`src/rtl/uart_rx_fifo.sv`:
```
// uart_rx_fifo: first-word-fall-through byte FIFO behind a UART receiver, with occupancy flags and sticky overflow
module uart_rx_fifo #(
  parameter int DATA_W   = 8,
  parameter int ADDR_W   = 4,
  parameter int DEPTH    = 16,
  parameter int AF_LEVEL = 12
) (
  input  logic              clk,
  input  logic              rst,
  input  logic [DATA_W-1:0] wr_data,
  input  logic              wr_en,
  output logic [DATA_W-1:0] rd_data,
  output logic              rd_valid,
  input  logic              rd_ready,
  output logic [ADDR_W:0]   count,
  output logic              empty,
  output logic              full,
  output logic              almost_full,
  output logic              overflow,
  input  logic              ovf_clr
);
  logic [DATA_W-1:0] mem [DEPTH];
  logic [ADDR_W-1:0] wr_ptr, rd_ptr;
  logic              push, pop;
  assign empty       = count == '0;
  assign full        = count == (ADDR_W+1)'(DEPTH);
  assign almost_full = count >= (ADDR_W+1)'(AF_LEVEL);
  assign rd_valid    = !empty;
  assign rd_data     = empty ? '0 : mem[rd_ptr];
  assign pop         = rd_valid & rd_ready;
  assign push        = wr_en & (!full | pop);
  always_ff @(posedge clk)
    if (push && !rst) mem[wr_ptr] <= wr_data;
  always_ff @(posedge clk) begin
    if (rst) begin
      wr_ptr   <= '0;
      rd_ptr   <= '0;
      count    <= '0;
      overflow <= 1'b0;
    end else begin
      if (push) wr_ptr <= wr_ptr + 1'b1;
      if (pop) rd_ptr <= rd_ptr + 1'b1;
      count    <= count + {{ADDR_W{1'b0}}, push} - {{ADDR_W{1'b0}}, pop};
      overflow <= (wr_en & full & !pop) | (overflow & !ovf_clr);
    end
  end
endmodule

```
`config.mk`:
```
export PLATFORM = sky130hd
export DESIGN_NAME = uart_rx_fifo
export DESIGN_NICKNAME = d
export VERILOG_FILES = /design/src/rtl/uart_rx_fifo.sv
export SDC_FILE = /design/constraint.sdc
export NUM_CORES = 1
export LEC_CHECK = 0
export CAP_MARGIN = 10
export CORE_MARGIN = 2
export CORE_UTILIZATION = 54
export DETAILED_ROUTE_END_ITERATION = 7
export GPL_TIMING_DRIVEN = 0
export HOLD_SLACK_MARGIN = 0.02
export PLACE_DENSITY_LB_ADDON = 0.05
export SETUP_SLACK_MARGIN = 0.2
export SLEW_MARGIN = 20
export SYNTH_ARGS = -nofsm -noshare
export SYNTH_HDL_FRONTEND = slang
export SYNTH_SLANG_ARGS = --single-unit
```
`constraint.sdc`:
```
create_clock -name clk -period 2.5 [get_ports clk]
set_input_delay 0.25 -clock clk [delete_from_list [all_inputs] [get_ports clk]]
set_output_delay 0.25 -clock clk [all_outputs]
set_load 0.1 [all_outputs]
```
==> results_dict.tcl, run 1 <==
set metrics [dict create \
    finClkSkew_ns 0.00397 \
    hold_buffers 0 \
    hold_violations 0 \
    worstMarginPinSlew_ns 0.967 \
    finalCritPeriodShare_pct 103 \
    critPathKind "reg2out" \
    synth.area.top_cells "edfxtp_1 (65%), mux4_2 (7.2%), dfxtp_1 (6.1%)" \
    clk_path_buf_depth 2 \
    critPathCapture "rd_data[2]" \
    drtIter0Drc 186 \
    cts_tree "done" \
    synth.net_count 349 \
    grt_usage_pct 21.9 \
    grt-ovfl-total 0 \
    yosys.area.top_type "edfxtp_1" \
    cts_buffers 17 \
    r2r_slack_ns -0.05 \
    r2r_cells 13 \
    yosys_warnings 0 \
    fp.dieArea_sq_mm 0.0119 \
    setup_tns_ns -0.558 \
    status "complete, but fails checks" \
    routed_wl_mm 11.8 \
    cp.arrival_ns 2.33 \
    start_kind "flop" \
    endpoint_kind "primary output" \
    wire_per_inst_microns 21.8 \
    synth_seq_area_share_pct 70.8 \
    p_leak_nw 2.54 \
    synthToLayoutAreaGrowth_pct 28.6 \
    coreArea_sq_mm 0.0108 \
    gp_congestion 0.767 \
    cap_violations 0 \
    h-tree-depth 4 \
    hpwl_mm 7.29 \
    drive_gt1_share_pct 41.1 \
    io-pin-count 31 \
    fin_nets 412 \
    synthDistinctLibCells 34 \
    core.rowCount 38 \
    drc 0 \
    grt_pass1_vias 3208 \
    ir_drop_uv 1230 \
    ys_ff_latch 146 \
    r2r_end "count[4]" \
    ys.flop_type "edfxtp_1" \
    clockRootBuffer "clkbuf_8" \
    syn_inst 323 \
    path_clk_slew_ns 0.06 \
    synth_edf_count 128 \
    ant_nets 0 \
    relSlewSlack_pct 35.3 \
    numPortBuffers 29 \
    fmax_ghz 0.388 \
    synth_area_sq_mm 0.00594 \
    num_antenna_cells 0 \
    holdWs_ns 0.189 \
    dr.pass1.iters 4 \
    die_h_microns 109 \
    setup_viol 10 \
    cts_sinks 146 \
    grt_pass1_wl_mm 18.1 \
    min_path_type "in2reg" \
    layout_min_cycle_time_ns 2.58 \
    fin_ws_ns -0.0765 \
    antenna_found_initial 0 \
    p_per_area_mw_per_mm2 1170 \
    crit_path_max_fanout 5 \
    stdcell_area_sq_mm 0.00764 \
    start_util_pct 55.0 \
    yosys-top-cells-count "edfxtp_1 (128), nor2_1 (21), mux4_2 (19)" \
    rsz0062_at_grt "yes" \
    dr_total_vias 3056 \
    grt_max_degree 17 \
    die_w_microns 109 \
    netlist.area_leader.share_pct 64.7 \
    r2r-start "count[3]" \
    async_flop_share_pct 0 \
    synth.avg_cell_area_sq_um 18.4 \
    dpl_worst_slack_ns -0.698 \
    violations "setup timing" \
    via_per_inst 5.67 \
    slew_violations 0 \
    required_ns 2.25 \
    placed_area_sq_mm 0.00659 \
    clkLatencyLatePin_ns 0.51 \
    synth.most_common_cell "edfxtp_1" \
]
[timing repair]
action	CTS	global route
setup buffers	9	4
setup endpoints to repair	105	80
gates resized for setup	174	26
pin swaps	15	14
cloned	2	0
[logic make-up (layout without fill, tap and decap cells)]
group | Yosys count | in the layout | share of synthesized area [%]
fa+ha+maj | 13 | 13 | 2.86
simple gates | 56 | 56 | 4.30
buf+inv | 24 | 100 | 2.34
flops | 146 | 146 | 70.8
xor+xnor | 8 | 8 | 1.18
compound gates | 27 | 27 | 2.53
mux | 49 | 49 | 16.0
[where the power goes]
part           internal [mW]  switching [mW]  total (mW)
clock                   1.19           0.859        2.05
sequential              2.76          0.0795        2.84
combinational           1.73            2.32        4.05
[cell usage in the layout, fill, tap and decap left out, types with 3 or more instances in the layout]
master           synthesis  layout
a21oi_1                 13       3
a21oi_4                  0       8
buf_12                   1      11
buf_4                    1      10
buf_6                    3       7
clkbuf_1                 6       9
clkbuf_16                0      19
clkdlybuf4s50_1          0      12
clkinv_1                 0       3
clkinv_2                 0       6
dfxtp_1                 18      12
dfxtp_2                  0       4
dlygate4sd2_1            0       3
edfxtp_1               128     128
ha_1                    12       9
ha_4                     0       3
inv_1                    8       5
mux2_4                   0       8
mux2i_1                  8       4
mux2i_2                  0       3
mux4_2                  19      32
nand2_1                 15      11
nand3_1                  3       3
nor2_1                  21      13
nor2_4                   0       8
nor2b_1                  4       3
nor3_2                   0       6
o21ai_2                  0       3
o21ai_4                  0       6
xnor2_1                  4       3
xor2_1                   4       4
[registers in the layout, summed over array words and instances, names as in the netlist, named ones only]
register  cells
count         5
mem         128
overflow      1
rd_ptr        4
wr_ptr        4
[critical path, cell delays in order (launching register included)]
cell	delay, ns
dfxtp_2	0.33
buf_8	0.14
buf_12	0.13
mux4_2	0.49
mux2_4	0.30
o21ai_4	0.18
a21oi_4	0.05
buf_12	0.18
[metrics by stage]
stage	cells	total power, mW	util [%]
floorplan	323	5.31	-
global placement	492	5.91	60.7
detailed placement	492	5.94	61.0
CTS	535	8.88	69.6
global route	539	9.28	70.8
finish	539	8.94	70.8
[routing by layer]
| metal | track usage, % | part of all wire [%] | vias to the layer above |
|---|---|---|---|
| li1 | - | - | 1390 |
| met1 | 29.0 | 41 | 1569 |
| met2 | 36.3 | 52 | 83 |
| met3 | 4.48 | 6.1 | 14 |
| met4 | 7.78 | 1.1 | 0 |
| met5 | 0 | 0 | - |
[layout make-up]
cell class | instances | area (sq um)
Inverter | 8 | 38.8
Multi-Input combinational cell | 153 | 1970
Fill cell | 667 | 3150
Tap cell | 140 | 175
Clock buffer | 23 | 437
Timing Repair Buffer | 44 | 571
Clock inverter | 9 | 41.3
Buffer | 16 | 189
Sequential cell | 146 | 4220
[worst min-delay path by stage]
| stage | to | start | slack (ns) | cells past startpoint |
|---|---|---|---|---|
| 2_1_floorplan | count[0] | rst | 0.31 | 1 |
| 3_3_place_gp | rd_ptr[1] | rd_ptr[1] | 0.48 | 2 |
| 3_5_place_dp | rd_ptr[1] | rd_ptr[1] | 0.49 | 2 |
| 4_1_cts | flop | rd_ready | 0.17 | 3 |
| 5_1_grt | flop | rd_ready | 0.21 | 3 |
| 6_report | flop | rd_ready | 0.19 | 3 |
Power figures use the tool's default switching activity.
==> run 2: changes to the inputs <==
--- a/config.mk
+++ b/config.mk
@@ -13,6 +13,7 @@
 export HOLD_SLACK_MARGIN = 0.02
 export PLACE_DENSITY_LB_ADDON = 0.05
 export SETUP_SLACK_MARGIN = 0.2
+export SKIP_CTS_REPAIR_TIMING = 1
 export SLEW_MARGIN = 20
 export SYNTH_ARGS = -nofsm -noshare
 export SYNTH_HDL_FRONTEND = slang
==> results_dict.tcl, run 2 (same netlist as run 1, synthesis figures left out) <==
set metrics [dict create \
    wire_per_inst_microns 21.7 \
    r2r-start "count[3]" \
    hold_start "rd_ready" \
    crit_buf_inv 3 \
    grt_max_degree 17 \
    start_kind "flop" \
    drtIter0Drc 198 \
    stdcell_area_sq_mm 0.00754 \
    final_cell_mix "edfxtp_1 (128), mux4_2 (28), clkbuf_16 (17)" \
    fin_nets 410 \
    h-tree-depth 4 \
    rsz0062_at_grt "yes" \
    dr_total_vias 3078 \
    hold_violations 0 \
    placed_area_sq_mm 0.00659 \
    grt-ovfl-total 0 \
    drc 0 \
    worstMarginPinSlew_ns 0.967 \
    hpwl_mm 7.29 \
    cp_top_family "multiplexers" \
    required_ns 2.25 \
    cap_violations 0 \
    cts_sinks 146 \
    gp_congestion 0.767 \
    die_w_microns 109 \
    fmax_ghz 0.380 \
    p_leak_nw 2.55 \
    drive_gt1_share_pct 39.8 \
    clockRootBuffer "clkbuf_8" \
    place_inst 492 \
    clkLatencyLatePin_ns 0.52 \
    crit_path_top_delay_cell "mux4_2" \
    endpoint_kind "primary output" \
    grt_usage_pct 20.8 \
    die_h_microns 109 \
    via_per_inst 5.73 \
    p_per_area_mw_per_mm2 1160 \
    final_common_cell "edfxtp_1" \
    grt_pass1_wl_mm 17.1 \
    cp.arrival_ns 2.38 \
    dr.pass1.iters 4 \
    numPortBuffers 29 \
    fin_ws_ns -0.135 \
    core.rowCount 38 \
    largest_registers "mem (128), count (5)" \
    power.total_mw 8.76 \
    min_path_type "in2reg" \
    slew_violations 0 \
    largest_register_ffs 128 \
    routed_wl_mm 11.6 \
    setup_tns_ns -0.863 \
    crit_path_max_fanout 5 \
    finClkSkew_ns 0.00424 \
    ant_nets 0 \
    cts_tree "done" \
    regMostFlops "mem" \
    synthToLayoutAreaGrowth_pct 27.0 \
    cp_slowest_stage_delay_ns 0.50 \
    ir_drop_uv 901 \
    critPathKind "reg2out" \
    cts_buffers 17 \
    coreArea_sq_mm 0.0108 \
    relSlewSlack_pct 35.3 \
    setup_viol 8 \
    antenna_found_initial 0 \
    start_util_pct 55.0 \
    dpl_worst_slack_ns -0.698 \
    path_clk_slew_ns 0.06 \
    clk_path_buf_depth 2 \
    path_cells "buf_6 -> clkbuf_16 -> mux4_2 -> mux2_4 -> o21ai_4 -> a21oi_4 -> buf_12" \
    layoutNonFillerInstCount 537 \
    n_fill_cell 692 \
    grt_pass1_vias 3087 \
    layout_min_cycle_time_ns 2.63 \
    status "complete, but fails checks" \
    finalCritPeriodShare_pct 105 \
    num_antenna_cells 0 \
    violations "setup timing" \
    io-pin-count 31 \
    fp.dieArea_sq_mm 0.0119 \
]
[run 2: changes by cell type in the layout (fill, tap and decap cells not counted), moves of 3 or more]
cell | previous run | this run
dlymetal6s2s_1 | 2 | 5
nor2_2 | 0 | 5
mux4_1 | 0 | 4
mux4_2 | 32 | 28
nor2_4 | 8 | 3
buf_12 | 11 | 14
dlygate4sd2_1 | 3 | 0
[run 2: metal layers]
metal,part of all wire (%),vias up,track usage [%]
met4,1.5,0,7.42
met2,52,78,34.8
met5,0,-,0
met3,3.6,16,4.84
li1,-,1399,-
met1,43,1585,26.7
[run 2: area by class of cell]
cell class / count / area (sq um) / share of cell area (%)
sequential: 146 / 4220 / 55.9
multi-input combinational: 153 / 1940 / 25.7
timing repair buffer: 42 / 528 / 7.00
clock buffer: 23 / 437 / 5.79
tap: 140 / 175 / 2.32
buffer: 16 / 173 / 2.29
clock inverter: 9 / 41.3 / 0.547
inverter: 8 / 38.8 / 0.514
[run 2: report_power, final]
group	internal (mW)	switching [mW]	total [mW]
Clock	1.19	0.869	2.06
Sequential	2.76	0.0798	2.84
Combinational	1.59	2.26	3.86
Total	5.55	3.21	8.76
[run 2: worst min-delay path, delay by kind of cell]
kind | cells | cell delay (ns)
buf+inv | 1 | 0.20
simple gates | 1 | 0.15
compound gates | 1 | 0.08
[run 2: per-stage QoR]
step	hold slack [ns]	util [%]
floorplan	0.314	-
global placement	0.483	60.7
detailed placement	0.491	61.0
CTS	0.162	65.5
global route	0.226	69.9
finish	0.212	69.9
[run 2: worst paths after layout]
| path | endpoint | slack, ns | cells past startpoint |
|---|---|---|---|
| setup / recovery | rd_data[2] | -0.13 | 7 |
| hold / removal | flop | 0.21 | 3 |
| setup reg to reg | count[4] | 0.01 | 13 |
| hold reg to reg | flop | 0.51 | 2 |
==> run 3: changes to the inputs <==
--- a/config.mk
+++ b/config.mk
@@ -7,7 +7,7 @@
 export LEC_CHECK = 0
 export CAP_MARGIN = 10
 export CORE_MARGIN = 2
-export CORE_UTILIZATION = 54
+export CORE_UTILIZATION = 25
 export DETAILED_ROUTE_END_ITERATION = 7
 export GPL_TIMING_DRIVEN = 0
 export HOLD_SLACK_MARGIN = 0.02
==> results_dict.tcl, run 3 (same netlist as run 1, synthesis figures left out) <==
set metrics [dict create \
    status "complete, but fails checks" \
    violations "setup timing" \
    via_per_inst 4.24 \
    fin_nets 432 \
    fp.dieArea_sq_mm 0.0250 \
    ant_nets 0 \
    core.rowCount 56 \
    drc 0 \
    cts_tree "done" \
    final_common_cell "edfxtp_1" \
    critPathKind "reg2out" \
    io-pin-count 31 \
    regMostFlops "mem" \
    cts_buffers 17 \
    dpl_worst_slack_ns -0.861 \
    gp_congestion 0.719 \
    grt_usage_pct 12.0 \
    clk_path_buf_depth 2 \
    dr_total_vias 3128 \
    wire_per_inst_microns 19.8 \
    dr.pass1.iters 6 \
    grt-ovfl-total 0 \
    cap_violations 0 \
    clkLatencyLatePin_ns 0.41 \
    synthToLayoutAreaGrowth_pct 36.5 \
    num_antenna_cells 0 \
    slew_violations 0 \
    power.total_mw 9.38 \
    required_ns 2.25 \
    min_path_type "in2reg" \
    grt_pass1_wl_mm 20.7 \
    path_clk_slew_ns 0.06 \
    coreArea_sq_mm 0.0234 \
    setup_viol 4 \
    die_h_microns 158 \
    drtIter0Drc 141 \
    cp.arrival_ns 2.26 \
    crit_path_max_fanout 6 \
    fin_ws_ns -0.00982 \
    grt_max_degree 17 \
    layoutNonFillerInstCount 737 \
    largest_register_ffs 128 \
    p_leak_nw 2.70 \
    rsz0062_at_grt "yes" \
    clockRootBuffer "clkbuf_16" \
    min_delay_path_depth 3 \
    holdWs_ns 0.298 \
    grt_pass1_vias 3234 \
    finClkSkew_ns 0.00881 \
    numPortBuffers 29 \
    worstMarginPinSlew_ns 0.973 \
    fmax_ghz 0.398 \
    endpoint_kind "primary output" \
    place_inst 679 \
    final_cell_mix "edfxtp_1 (128), buf_4 (30), mux4_2 (29)" \
    cts_sinks 146 \
    hpwl_mm 9.47 \
    antenna_found_initial 0 \
    hold_violations 0 \
    finalCritPeriodShare_pct 100 \
    n_fill_cell 2269 \
    drive_gt1_share_pct 43.5 \
    layout_min_cycle_time_ns 2.51 \
    h-tree-depth 4 \
    routed_wl_mm 14.6 \
    start_kind "flop" \
    p_per_area_mw_per_mm2 1160 \
    r2r_cells 13 \
    start_util_pct 25.4 \
    ir_drop_uv 827 \
    die_w_microns 158 \
    relSlewSlack_pct 35.0 \
    final_util_pct 34.6 \
    largest_registers "mem (128), count (5)" \
]
-- run 3: area by class of cell --
cell class | instances | area [sq um] | share of cell area, %
Sequential cell | 146 | 4220 | 52.0
Multi-Input combinational cell | 153 | 1950 | 24.1
Timing Repair Buffer | 64 | 736 | 9.08
Clock buffer | 18 | 429 | 5.29
Tap cell | 319 | 399 | 4.92
Buffer | 16 | 193 | 2.38
Clock inverter | 13 | 144 | 1.78
Inverter | 8 | 38.8 | 0.479
-- run 3: final timing paths --
check	from	end	slack, ns
max	flop	rd_data[3]	-0.01
min	rd_ready	flop	0.30
max reg2reg	count[2]	count[4]	0.01
min reg2reg	rd_ptr[1]	flop	0.51
-- run 3: critical path: stages, from the launching register on --
cell       delay (ns)
dfxtp_2          0.33
buf_8            0.13
clkbuf_16        0.16
mux4_2           0.52
mux2_4           0.30
o21ai_4          0.15
a21oi_4          0.05
buf_12           0.19
-- run 3: per-stage QoR --
step	setup TNS [ns]	area (sq um)
final	-0.0272	8110
after global routing	-0.767	8110
after CTS	-18.29	7450
after detailed placement	-12.17	6870
after global placement	-41.98	6770
after floorplan	-0.174	6080
-- run 3: power breakdown --
part	internal, mW	switching (mW)	total, mW
combinational	1.70	2.37	4.06
sequential	2.76	0.0781	2.84
clock	1.54	0.939	2.48
-- run 3: routing by layer --
| layer | global-route usage, % | share of wire (%) | vias to the layer above |
|---|---|---|---|
| met5 | 0 | 0 | - |
| met4 | 3.47 | 0.79 | 0 |
| met2 | 20.5 | 51 | 55 |
| met3 | 3.12 | 3.0 | 8 |
| li1 | - | - | 1431 |
| met1 | 15.0 | 45 | 1634 |
==> variant 1 (settings of run 2) <==
Change the parameter `DEPTH` from 16 to 8.
--- a/src/rtl/uart_rx_fifo.sv
+++ b/src/rtl/uart_rx_fifo.sv
@@ -3,5 +3,5 @@
   parameter int DATA_W   = 8,
   parameter int ADDR_W   = 4,
-  parameter int DEPTH    = 16,
+  parameter int DEPTH    = 8,
   parameter int AF_LEVEL = 12
 ) (
Check against the original RTL: not equivalent (Yosys sat finds a counterexample within 10 cycles, from zero or initial values and one cycle with rst high).
==> variant 1 against run 2 <==
Sequential cell count down 67. Sequential power decreased by 42%. Combinational power fell by 22%. Area after synthesis decreased by 44%. The run still ends with negative setup slack left. Critical path type is now flop to flop. Design area shrank 41%. Routed wire length decreased by 44%. Global-route usage increased by 0.52 points. Worst hold slack better by 0.27 ns. Power fell by 38%. Setup slack improved by 0.058 ns.
==> variant 1: results (changes against run 2) <==
| Metric | Value |
|---|---|
| Overall global routing resource usage | `21.3% (was 20.8%)` |
| Synth cell count leaders | `edfxtp_1, mux4_2, dfxtp_1, ha_1 (was edfxtp_1, nor2_1, mux4_2, dfxtp_1, nand2_1)` |
| Number of flops mapped to enable cells by yosys | `64 (was 128)` |
| Max FO, Critical Path | `7 (was 5)` |
| CTS Buf Count | `9 (was 17)` |
| Fill cells | `349 (was 692)` |
| Placed instance area | `0.00384 mm² (was 0.00659 mm²)` |
| H-tree levels | `3 (was 4)` |
| Synth cell types | `42 (was 34)` |
| Clock-cell share of area | `3.43% (was 6.33%)` |
| P_sw | `2.38 mW (was 3.21 mW)` |
| CP arrival | `2.81 ns (was 2.38 ns)` |
| Met3 routed wirelength | `251 µm (was 418 µm)` |
| Max VDD drop | `1.12 mV (was 0.901 mV)` |
| Met2 WL | `3.38 mm (was 6.01 mm)` |
| Number of cells after detailed placement | `307 (was 492)` |
| Count of plain and timing-repair buffers | `52 (was 58)` |
| Top post-synthesis cells by area | `edfxtp_1, mux4_2, dfxtp_1 (unchanged)` |
| Violated checks | `negative setup slack (unchanged)` |
| Multiplexer area fraction after synthesis | `11.5% (was 16.0%)` |
| Worst hold start | `ovf_clr (was rd_ready)` |
| DR iter-0 viols | `138 (was 198)` |
| Multi-In Gates | `106 (was 153)` |
| Nets | `280 (was 410)` |
| Non-Filler Instances | `336 (was 537)` |
| Post-synthesis xor/xnor area fraction | `0.264% (was 1.18%)` |
| IO buf count | `30 (was 29)` |
| Status | `finished, violations left (unchanged)` |
| First-pass GRT wire length | `10.1 mm (was 17.1 mm)` |
| Final worst slack | `-0.0769 ns (was -0.135 ns)` |
| Count of final setup violators | `1 (was 8)` |
| Max-slew headroom | `34.1% (was 35.3%)` |
| Synth top area share | `58.0% (was 64.7%)` |
| Worst Setup EP | `count[4]$_SDFF_PP0_ (was rd_data[2])` |
| Post-route cell area | `0.00444 mm² (was 0.00754 mm²)` |
| R2R depth | `11 (was 13)` |
| Hold Slack | `0.481 ns (was 0.212 ns)` |
| Post-synthesis net count | `226 (was 349)` |
| Pre-CTS setup slack | `-0.816 ns (was -0.698 ns)` |
| Share of cells above drive strength 1 | `39.8% (about the same)` |
| Final HPWL DP | `4.25 mm (was 7.29 mm)` |
| Leakage | `1.52 nW (was 2.55 nW)` |
-- variant 1: critical path, delay by kind of cell, from the launching register on --
family / cells / cell delay, ns
simple gates: 3 / 0.73
fa+ha+maj: 3 / 0.66
flops: 1 / 0.37
mux: 1 / 0.30
compound gates: 2 / 0.24
buf+inv: 2 / 0.17
-- variant 1: power groups by stage --
stage / Sequential (mW) / Combinational (mW) / Clock (mW)
after floorplan: 1.88 / 1.72 / 0
after global placement: 1.66 / 2.41 / 0
after detailed placement: 1.67 / 2.45 / 0
after CTS: 1.65 / 2.46 / 0.771
after global routing: 1.67 / 3.18 / 0.829
final: 1.66 / 3.03 / 0.761
-- variant 1: routing by layer --
layer	vias to the layer above	GRT usage [%]
met1	982	27.0
met5	-	0
met2	52	35.0
li1	912	-
met4	0	7.33
met3	10	6.30
==> variant 2 (settings of run 2) <==
Made on the original files. Put one more register stage on the output `count`. The value now appears one clock later. The other outputs are not delayed to match.
--- a/src/rtl/uart_rx_fifo.sv
+++ b/src/rtl/uart_rx_fifo.sv
@@ -20,10 +20,12 @@
   input  logic              ovf_clr
 );
+
+  logic [ADDR_W:0] count_s0;
   logic [DATA_W-1:0] mem [DEPTH];
   logic [ADDR_W-1:0] wr_ptr, rd_ptr;
   logic              push, pop;
-  assign empty       = count == '0;
-  assign full        = count == (ADDR_W+1)'(DEPTH);
-  assign almost_full = count >= (ADDR_W+1)'(AF_LEVEL);
+  assign empty       = count_s0 == '0;
+  assign full        = count_s0 == (ADDR_W+1)'(DEPTH);
+  assign almost_full = count_s0 >= (ADDR_W+1)'(AF_LEVEL);
   assign rd_valid    = !empty;
   assign rd_data     = empty ? '0 : mem[rd_ptr];
@@ -36,13 +38,17 @@
       wr_ptr   <= '0;
       rd_ptr   <= '0;
-      count    <= '0;
+      count_s0 <= '0;
       overflow <= 1'b0;
     end else begin
       if (push) wr_ptr <= wr_ptr + 1'b1;
       if (pop) rd_ptr <= rd_ptr + 1'b1;
-      count    <= count + {{ADDR_W{1'b0}}, push} - {{ADDR_W{1'b0}}, pop};
+      count_s0 <= count_s0 + {{ADDR_W{1'b0}}, push} - {{ADDR_W{1'b0}}, pop};
       overflow <= (wr_en & full & !pop) | (overflow & !ovf_clr);
     end
   end
+  always_ff @(posedge clk) begin
+    count <= count_s0;
+  end
+
 endmodule
 
Function: changed (a bounded check fails within 4 cycles, from zero or initial values and one cycle with rst high).
==> variant 2 against run 2 <==
The run still ends with negative setup slack left. Setup slack better by 0.018 ns. Sequential share of layout area is 0.99 points lower. Design area increased by 4.1%. Power is 9.8% higher. Routed wire length up 5.7%. Clock power rose by 35%. Count of clock-buffer cells in the layout fell by 4. Sequential cell count is 5 higher. Utilization up 2.2 points. First-iteration DRC count grew 31%. Area after synthesis increased by 1.7%. Sequential power rose by 4%. Critical path type unchanged. Largest cell class unchanged. Largest power group unchanged.
==> variant 2: results (changes against run 2) <==
| Metric | Value |
|---|---|
| Slew @ Worst Pin | `0.972 ns (was 0.967 ns)` |
| Root buf cell | `clkbuf_8 (unchanged)` |
| Count of final setup violators | `8 (unchanged)` |
| Compound-Gate Fraction of Synth Area | `2.49% (was 2.53%)` |
| Vias in the first global route | `3187 (was 3087)` |
| Number of cells after detailed placement | `500 (was 492)` |
| Status | `finished, violations left (unchanged)` |
| Drt pass-1 iters | `5 (was 4)` |
| CP arrival | `roughly 2.4 ns` |
| Sequential share of the synthesized area | `71.3% (was 70.8%)` |
| Gpl congestion | `0.789 (was 0.767)` |
| First-pass GRT wire length | `18.1 mm (was 17.1 mm)` |
| Post-synthesis xor/xnor area fraction | `1.16% (was 1.18%)` |
| Fill cells | `669 (was 692)` |
| Via count | `3144 (was 3078)` |
| Routed length per instance | `22.4 µm (was 21.7 µm)` |
| Adder-cell share of the synthesized area | `2.82% (was 2.86%)` |
| Overall global routing resource usage | `21.7% (was 20.8%)` |
| Max FO, Critical Path | `6 (was 5)` |
| Top post-synthesis cells by area | `edfxtp_1, dfxtp_1, mux4_2 (was edfxtp_1, mux4_2, dfxtp_1)` |
| Final HPWL DP | `7.54 mm (was 7.29 mm)` |
| Largest regs | `mem (128), count (5), count_s0 (5) (was mem (128), count (5))` |
| Leakage | `2.61 nW (was 2.55 nW)` |
| Worst Skew | `0.00932 ns (was 0.00424 ns)` |
| Vias/cell | `5.74 (was 5.73)` |
| Setup TNS | `-0.753 ns (was -0.863 ns)` |
| Post-synthesis net count | `354 (was 349)` |
| Violated checks | `negative setup slack (unchanged)` |
| Cell count after synthesis | `328 (was 323)` |
| CTS Buf Count | `17 (unchanged)` |
| Pre-CTS setup slack | `-0.660 ns (was -0.698 ns)` |
| Synth cell count leaders | `edfxtp_1, dfxtp_1, nor2_1, mux4_2, nand2_1 (was edfxtp_1, nor2_1, mux4_2, dfxtp_1, nand2_1)` |
| Max VDD drop | `1.29 mV (was 0.901 mV)` |
| DR iter-0 viols | `259 (was 198)` |
| Final worst slack | `-0.117 ns (was -0.135 ns)` |
| Multiplexer area fraction after synthesis | `15.7% (was 16.0%)` |
| Number of flops mapped to enable cells by yosys | `128 (unchanged)` |
| Share of cells above drive strength 1 | `42.2% (was 39.8%)` |
| Nets | `421 (was 410)` |
| Sw Ratio | `34.8% (was 36.7%)` |
| Total core area | `0.0109 mm² (was 0.0108 mm²)` |
[variant 2: cell type report]
type	instances	share of cell area [%]
inverters	8	0.462
plain buffers	16	2.20
well taps	140	2.23
multi-input cells	153	25.0
flip-flops and latches	151	54.9
clock inverters	13	2.90
clock buffers	19	5.37
repair buffers	48	6.92
[variant 2: metal layers]
layer	track usage, %	vias up	wire [µm]
li1	-	1422	-
met1	29.2	1612	5350
met2	35.1	99	6220
met3	5.22	11	609
met4	7.05	0	118
met5	0	-	0
[variant 2: cell families after synthesis]
kind of cell             after synthesis
adder cells (fa/ha/maj)               13
buffers and inverters                 24
XOR/XNOR                               8
AO/OA/AOI/OAI                         27
flip-flops                           151
AND/OR/NAND/NOR                       56
multiplexers                          49
[variant 2: worst paths after layout]
| check | start | to | slack [ns] | cells past startpoint |
|---|---|---|---|---|
| worst max-delay path | flop | rd_data[1] | -0.12 | 7 |
| worst min-delay path | rd_ready | flop | 0.19 | 3 |
| worst max register to register | count_s0[2]$_SDFF_PP0_ | count_s0[4]$_SDFF_PP0_ | 0.08 | 13 |
| worst min register to register | count_s0[4]$_SDFF_PP0_ | count[4]$_DFF_P_ | 0.42 | 0 |
[variant 2: power groups by stage]
stage / sequential, mW / clock (mW) / combinational (mW)
floorplan: 3.22 / 0 / 2.21
global placement: 2.99 / 0 / 3.04
finish: 2.95 / 2.78 / 3.89
global route: 2.97 / 2.94 / 4.09
detailed placement: 3.00 / 0 / 3.07
CTS: 2.95 / 2.82 / 3.09
[variant 2: per-stage QoR]
stage          total power [mW]  instance area, µm²  util [%]  hold slack, ns
2_1_floorplan              5.43                6180         -           0.319
3_3_place_gp               6.03                6650      61.1           0.381
3_5_place_dp               6.07                6710      61.7           0.383
4_1_cts                    8.86                7360      67.6           0.152
5_1_grt                    9.99                7850      72.1           0.213
6_report                   9.62                7850      72.1           0.191
[variant 2: critical path: cells and delay by family, from the launching register on]
family / cells / cell delay (ns)
muxes: 2 / 0.79
AOI/OAI and AO/OA: 2 / 0.25
buffers and inverters: 3 / 0.48
DFF: 1 / 0.33
